`config.mk`:
```
export PLATFORM = sky130hd
export DESIGN_NAME = sr_latch_monitor
export DESIGN_NICKNAME = d
export VERILOG_FILES = /design/src/rtl/sr_latch_monitor.sv
export SDC_FILE = /design/constraint.sdc
export NUM_CORES = 1
export LEC_CHECK = 0
export BUFFER_PORTS_ARGS = -buffer_cell sky130_fd_sc_hd__buf_2
export CAP_MARGIN = 20
export CORE_ASPECT_RATIO = 0.75
export CORE_MARGIN = 4
export CORE_UTILIZATION = 25
export CTS_CLUSTER_SIZE = 20
export DETAILED_ROUTE_END_ITERATION = 12
export GPL_TIMING_DRIVEN = 0
export PLACE_DENSITY = 0.54
export SLEW_MARGIN = 10
export SYNTH_ARGS = -nofsm -noshare
export SYNTH_HDL_FRONTEND = slang
export SYNTH_SLANG_ARGS = --single-unit
```
`constraint.sdc`:
```
create_clock -name clk -period 3.3 [get_ports clk]
set_clock_uncertainty 0.1 [all_clocks]
set_input_delay 0.165 -clock clk [delete_from_list [all_inputs] [get_ports clk]]
set_output_delay 0.165 -clock clk [all_outputs]
set_load 0.02 [all_outputs]
```
`src/rtl/sr_latch_monitor.sv`:
```
// rtl/sr_latch_monitor.sv - passive checker for an active-high NOR SR latch
module sr_latch_monitor #(
   parameter int SETTLE_MAX = 4,
   parameter int CNT_W      = 8
) (
   input  logic             clk,
   input  logic             rst,
   input  logic             s,
   input  logic             r,
   input  logic             q,
   input  logic             qb,
   output logic             known,
   output logic             exp_q,
   output logic             err,
   output logic             err_sticky,
   output logic [CNT_W-1:0] set_cnt,
   output logic [CNT_W-1:0] reset_cnt,
   output logic [CNT_W-1:0] forbid_cnt,
   output logic [CNT_W-1:0] err_cnt
);

   localparam logic [1:0] ST_UNKNOWN = 2'd0;
   localparam logic [1:0] ST_SETTLE  = 2'd1;
   localparam logic [1:0] ST_STABLE  = 2'd2;
   localparam logic [1:0] ST_FORBID  = 2'd3;

   // Timer value on which a still-mismatching SETTLE gives up.
   localparam logic [7:0]       TIMER_LAST = 8'(SETTLE_MAX - 1);
   localparam logic [CNT_W-1:0] CNT_MAX    = '1;

   // Counters stick at all-ones so a long soak never reports a wrapped value.
   function automatic logic [CNT_W-1:0] sat_inc(input logic [CNT_W-1:0] v);
      return (v == CNT_MAX) ? v : v + CNT_W'(1);
   endfunction

   // Two-stage synchronizers, packed as {s, r, q, qb}.
   logic [3:0] meta_q, meta_d;
   logic [3:0] sync_q, sync_d;

   logic [1:0] prev_sr_q, prev_sr_d;
   logic [1:0] state_q, state_d;
   logic [7:0] timer_q, timer_d;
   logic       expq_q, expq_d;
   logic       mismatch_q, mismatch_d;
   logic       err_q, err_d;
   logic       sticky_q, sticky_d;
   logic       known_q, known_d;
   logic [CNT_W-1:0] set_cnt_q, set_cnt_d;
   logic [CNT_W-1:0] reset_cnt_q, reset_cnt_d;
   logic [CNT_W-1:0] forbid_cnt_q, forbid_cnt_d;
   logic [CNT_W-1:0] err_cnt_q, err_cnt_d;

   logic       ss, rs, qs, qbs;
   logic [1:0] sr_now;
   logic       sr_change;
   logic       outs_ok;

   // Synchronizer next-state: raw pins into stage one, stage one into stage two.
   always_comb begin
      meta_d = {s, r, q, qb};
      sync_d = meta_q;
   end

   assign ss  = sync_q[3];
   assign rs  = sync_q[2];
   assign qs  = sync_q[1];
   assign qbs = sync_q[0];

   assign sr_now    = {ss, rs};
   assign sr_change = (sr_now != prev_sr_q);
   assign outs_ok   = (qs == expq_q) && (qbs == ~expq_q);

   // Latch model, settle timer, output checking and event counting.
   always_comb begin
      prev_sr_d    = sr_now;
      state_d      = state_q;
      timer_d      = timer_q;
      expq_d       = expq_q;
      mismatch_d   = mismatch_q;
      err_d        = 1'b0;
      set_cnt_d    = set_cnt_q;
      reset_cnt_d  = reset_cnt_q;
      forbid_cnt_d = forbid_cnt_q;
      err_cnt_d    = err_cnt_q;

      if (sr_change) begin
         // A command change always takes priority over a pending timeout.
         case (sr_now)
            2'b10: begin
               state_d    = ST_SETTLE;
               timer_d    = 8'd0;
               expq_d     = 1'b1;
               mismatch_d = 1'b0;
               set_cnt_d  = sat_inc(set_cnt_q);
            end
            2'b01: begin
               state_d     = ST_SETTLE;
               timer_d     = 8'd0;
               expq_d      = 1'b0;
               mismatch_d  = 1'b0;
               reset_cnt_d = sat_inc(reset_cnt_q);
            end
            2'b11: begin
               state_d      = ST_FORBID;
               forbid_cnt_d = sat_inc(forbid_cnt_q);
            end
            default: begin
               // Release to hold: leaving 11 is a race, so the state is lost.
               if (state_q == ST_FORBID) begin
                  state_d = ST_UNKNOWN;
               end else if (state_q == ST_SETTLE) begin
                  // Timer keeps running but parks on its last value so the
                  // timeout still fires on the next quiet cycle.
                  if (timer_q != TIMER_LAST) begin
                     timer_d = timer_q + 8'd1;
                  end
               end
            end
         endcase
      end else begin
         case (state_q)
            ST_SETTLE: begin
               if (outs_ok) begin
                  state_d = ST_STABLE;
               end else if (timer_q == TIMER_LAST) begin
                  err_d      = 1'b1;
                  err_cnt_d  = sat_inc(err_cnt_q);
                  mismatch_d = 1'b1;
                  state_d    = ST_STABLE;
               end else begin
                  timer_d = timer_q + 8'd1;
               end
            end
            ST_STABLE: begin
               // Report only the edge into mismatch; a persisting fault is one error.
               if (!outs_ok) begin
                  if (!mismatch_q) begin
                     err_d      = 1'b1;
                     err_cnt_d  = sat_inc(err_cnt_q);
                     mismatch_d = 1'b1;
                  end
               end else begin
                  mismatch_d = 1'b0;
               end
            end
            default: begin
               // UNKNOWN and FORBID: nothing to check against.
            end
         endcase
      end

      sticky_d = sticky_q | err_d;
      known_d  = (state_d == ST_SETTLE) || (state_d == ST_STABLE);
   end

   // All state registers, cleared together by the synchronous reset.
   always_ff @(posedge clk) begin
      if (rst) begin
         meta_q       <= 4'd0;
         sync_q       <= 4'd0;
         prev_sr_q    <= 2'b00;
         state_q      <= ST_UNKNOWN;
         timer_q      <= 8'd0;
         expq_q       <= 1'b0;
         mismatch_q   <= 1'b0;
         err_q        <= 1'b0;
         sticky_q     <= 1'b0;
         known_q      <= 1'b0;
         set_cnt_q    <= '0;
         reset_cnt_q  <= '0;
         forbid_cnt_q <= '0;
         err_cnt_q    <= '0;
      end else begin
         meta_q       <= meta_d;
         sync_q       <= sync_d;
         prev_sr_q    <= prev_sr_d;
         state_q      <= state_d;
         timer_q      <= timer_d;
         expq_q       <= expq_d;
         mismatch_q   <= mismatch_d;
         err_q        <= err_d;
         sticky_q     <= sticky_d;
         known_q      <= known_d;
         set_cnt_q    <= set_cnt_d;
         reset_cnt_q  <= reset_cnt_d;
         forbid_cnt_q <= forbid_cnt_d;
         err_cnt_q    <= err_cnt_d;
      end
   end

   assign known      = known_q;
   assign exp_q      = expq_q;
   assign err        = err_q;
   assign err_sticky = sticky_q;
   assign set_cnt    = set_cnt_q;
   assign reset_cnt  = reset_cnt_q;
   assign forbid_cnt = forbid_cnt_q;
   assign err_cnt    = err_cnt_q;

endmodule

```
==> results by group <==
Power and ir drop
  – Pwr dens: about 520 mW/mm²
  – LEAKAGE: about 1.4 nW
  – Maximum vdd drop: 264.3 µV
  – Total power: 1.835 mW

Synthesis
  – Yosys warns: 0
  – Register area share after synthesis: 41.29%
  – Post-synth EDFFs: 0
  – Post-synth top area share: 41.29%
  – Synth Area in Compound Gates: 16.12%
  – Largest cells by area after synthesis: dfxtp_1 (41%), xnor2_1 (6.3%), ha_1 (5.9%)
  – Adder-cell share of the synthesized area: a little under 6%
  – Post-Synth XOR/XNOR Area: under 10%
  – Mapped Nets: around 330
  – Largest family of logic cells by synthesized area: simple AND/OR/NAND/NOR gates
  – Post-Synthesis Cell Area: 0.002764 mm²
  – Synthesized flop and latch total: 57
  – Yosys top cell by area: dfxtp_1
  – Syn Area/Cell: 8.945 µm²
  – Post-synthesis simple-gate area fraction: approximately 24%
  – Post-Syn Instances: 309
  – Main flop type after synthesis: dfxtp_1
  – Post-synthesis mux area share: ~1.1%
  – FFs w/ async S/R, synth: 0%
  – Yosys cell types: between 50 and 60

Die
  – Die area: approximately 0.013 mm²
  – Overall die height: approximately 99 µm
  – Boundary Pins: 42
  – Initial Util: 26.25%
  – Die width: between 100 and 150 µm
  – Core area: between 0.01 and 0.015 mm²
  – Cell row count: 32

Timing
  – Period utilisation layout: a little under three quarters
  – Min setup slack post-route: 0.9343 ns
  – Final setup fails: 0
  – RSZ-0062 raised after global routing: no
  – Hold Vio Cnt, Final: 0
  – Fin crit period: 2.366 ns
  – Max Slew Vio Count: 0
  – Sum Neg Setup Slack: 0 ns
  – F_max: around 0.42 GHz
  – Slew HR: between 40% and 50%
  – Worst slew pin tran: 0.7810 ns

Route
  – WL final: 6.435 mm
  – Met2 wire length: 2.694 mm
  – Number of nets with antenna violations after routing: 0
  – Initial DRC Count: between 100 and 150
  – Met3 wire length: ~370 µm
  – Remaining DRCs: 0
  – Vias per cell: 4.642
  – Routed WL per cell: between 10 and 15 µm
  – Metal-1 WL: ~3.3 mm
  – DR top layer: met4
  – Routed vias: around 2300
  – DR pass1 iterations: 4

Placement
  – Pre-CTS worst setup slack: between 0.9 and 1 ns
  – Post-DP HPWL: 4.717 mm
  – GPL Wtd Cong: a little under 0.8
  – Buffers added on ports: 40

Final layout
  – Post-layout util: approximately 33%
  – Commonest non-fill, non-tap cell in the layout: dfxtp_1
  – Nets: ~380
  – ANT cells: 0
  – Area delta synth->final: 26.48%
  – Layout cells sized above 1: between 10% and 20%
  – Most frequent cells in the layout: dfxtp_1 (57), buf_2 (40), nor2_1 (34)
  – # fillers: approximately 1100

Job
  – Max-cap viol count: 0

Setup path
  – CP endpoint: timer_q[5]$_SDFFE_PP0P_
  – Critical path class: reg2reg
  – Critical Path RT: about 3.4 ns
  – Worst r2r dst: timer_q[5]$_SDFFE_PP0P_
  – Max FO, Critical Path: 5
  – Crit path DAT: ~2.5 ns
  – R2r setup slk: just over 0.9 ns
  – Reg-to-reg startpoint: sync_q[2]$_SDFF_PP0_
  – Reg2Reg Depth: 7
  – Endpoint type of the worst setup path: flip-flop
  – Worst Setup Start Kind: flip-flop
  – Crit path from: sync_q[2]$_SDFF_PP0_

GRT
  – First-pass GRT wire length: approximately 11 mm
  – Tot GR Track Use: between 10% and 20%
  – Final global-route overflow total: 0
  – Pin count of the biggest net entering global routing: 11
  – Vias in the first global route: between 2000 and 2500
  – Initial antenna violation count: 0

CTS
  – Worst-path clk slew: about 0.050 ns
  – CTS buffer count: 9
  – H-tree levels: 3
  – CTS sink cnt: 57
  – Clock latency on the worst-skew pair: 0.33 ns
  – Post-CTS Resized: 0
  – Clock Path Buffers: 2
  – CTS tree: built
  – Clk Tree Root Cell: clkbuf_16

Status
  – Status: finished, final reports clean

Min path
  – Hold Path Class: in2reg
==> cell usage after synthesis, types with 2 or more instances <==
| master | n |
|---|---|
| a21o_1 | 2 |
| clkbuf_1 | 7 |
| a311oi_1 | 3 |
| nand4_1 | 4 |
| o21ai_0 | 13 |
| o31ai_1 | 4 |
| a21oi_1 | 25 |
| xnor2_1 | 20 |
| inv_1 | 15 |
| and2_1 | 2 |
| xor2_2 | 2 |
| nor3_1 | 9 |
| nor4_1 | 5 |
| nand2_1 | 21 |
| or4_1 | 6 |
| nor2b_1 | 8 |
| o211a_1 | 2 |
| ha_1 | 13 |
| nor4b_1 | 3 |
| mux2i_1 | 3 |
| and3_1 | 3 |
| o21a_1 | 2 |
| dfxtp_1 | 57 |
| nor3b_1 | 2 |
| nor2_1 | 34 |
| nand4b_1 | 2 |
| or3_1 | 7 |
| nand3_1 | 12 |
==> registers in the layout, indices dropped and copies added, names as in the netlist <==
name / count
reset_cnt: 8
state_q: 2
sync_q: 4
known: 1
err: 1
forbid_cnt: 8
meta_q: 4
exp_q: 1
err_cnt: 8
set_cnt: 8
prev_sr_q: 2
mismatch_q: 1
timer_q: 8
err_sticky: 1
==> cell families (layout without fill, tap and decap cells) <==
| family | Yosys count | in the layout |
|---|---|---|
| adder cells (fa/ha/maj) | 13 | 13 |
| multiplexers | 3 | 3 |
| AO/OA/AOI/OAI | 64 | 64 |
| buffers and inverters | 24 | 84 |
| AND/OR/NAND/NOR | 125 | 125 |
| XOR/XNOR | 23 | 23 |
| flip-flops | 57 | 57 |
==> metrics by stage <==
| step | instances | hold WS, ns | instance area, µm² |
|---|---|---|---|
| floorplan | 309 | 0.1932 | 2764 |
| global placement | 485 | 0.2894 | 3134 |
| detailed placement | 485 | 0.2872 | 3134 |
| CTS | 505 | 0.2446 | 3496 |
| global route | 505 | 0.3092 | 3496 |
| finish | 505 | 0.2586 | 3496 |
==> critical path, stage by stage (launching register included) <==
cell and delay, ns:
dfxtp_1 0.41, inv_1 0.11, ha_1 0.38, inv_1 0.09
nand3_1 0.15, o211ai_4 0.11, or4b_4 0.57, a2111oi_2 0.34
==> timing repair <==
item	CTS	global route
setup buffers	0	0
hold buffers	4	0
endpoints found under the hold margin	4	0
==> how the worst min path moves through the flow <==
| stage | startpoint | to | slack [ns] | cells after the start |
|---|---|---|---|---|
| after CTS | rst | err_cnt[4]$_SDFFE_PP0P_ | 0.24 | 3 |
| after global placement | r | meta_q[2]$_SDFF_PP0_ | 0.29 | 2 |
| after global routing | rst | err_cnt[4]$_SDFFE_PP0P_ | 0.31 | 3 |
| after floorplan | qb | meta_q[0]$_SDFF_PP0_ | 0.19 | 1 |
| final | rst | err_cnt[4]$_SDFFE_PP0P_ | 0.26 | 3 |
| after detailed placement | r | meta_q[2]$_SDFF_PP0_ | 0.29 | 2 |
==> cell type report <==
type,instances,area [µm²],area share [%]
inverter,15,56.30,1.611
buffer,9,41.29,1.181
clock inverter,5,78.83,2.255
sequential,57,1141,32.64
timing repair buffer,44,240.2,6.872
tap,136,170.2,4.868
clock buffer,11,242.7,6.943
multi-input combinational,228,1525,43.63
==> metal layers <==
layer,track usage (%),vias up
met5,0,-
met4,3.594,0
met2,14.61,47
li1,-,1220
met3,4.496,8
met1,14.60,1069
==> where the power goes <==
group / internal [mW] / total, mW / switching [mW]
registers: 0.704 / 0.716 / 0.0118
clock network: 0.679 / 0.989 / 0.310
logic: 0.0482 / 0.129 / 0.0813
(Power assumes the default switching activity.)
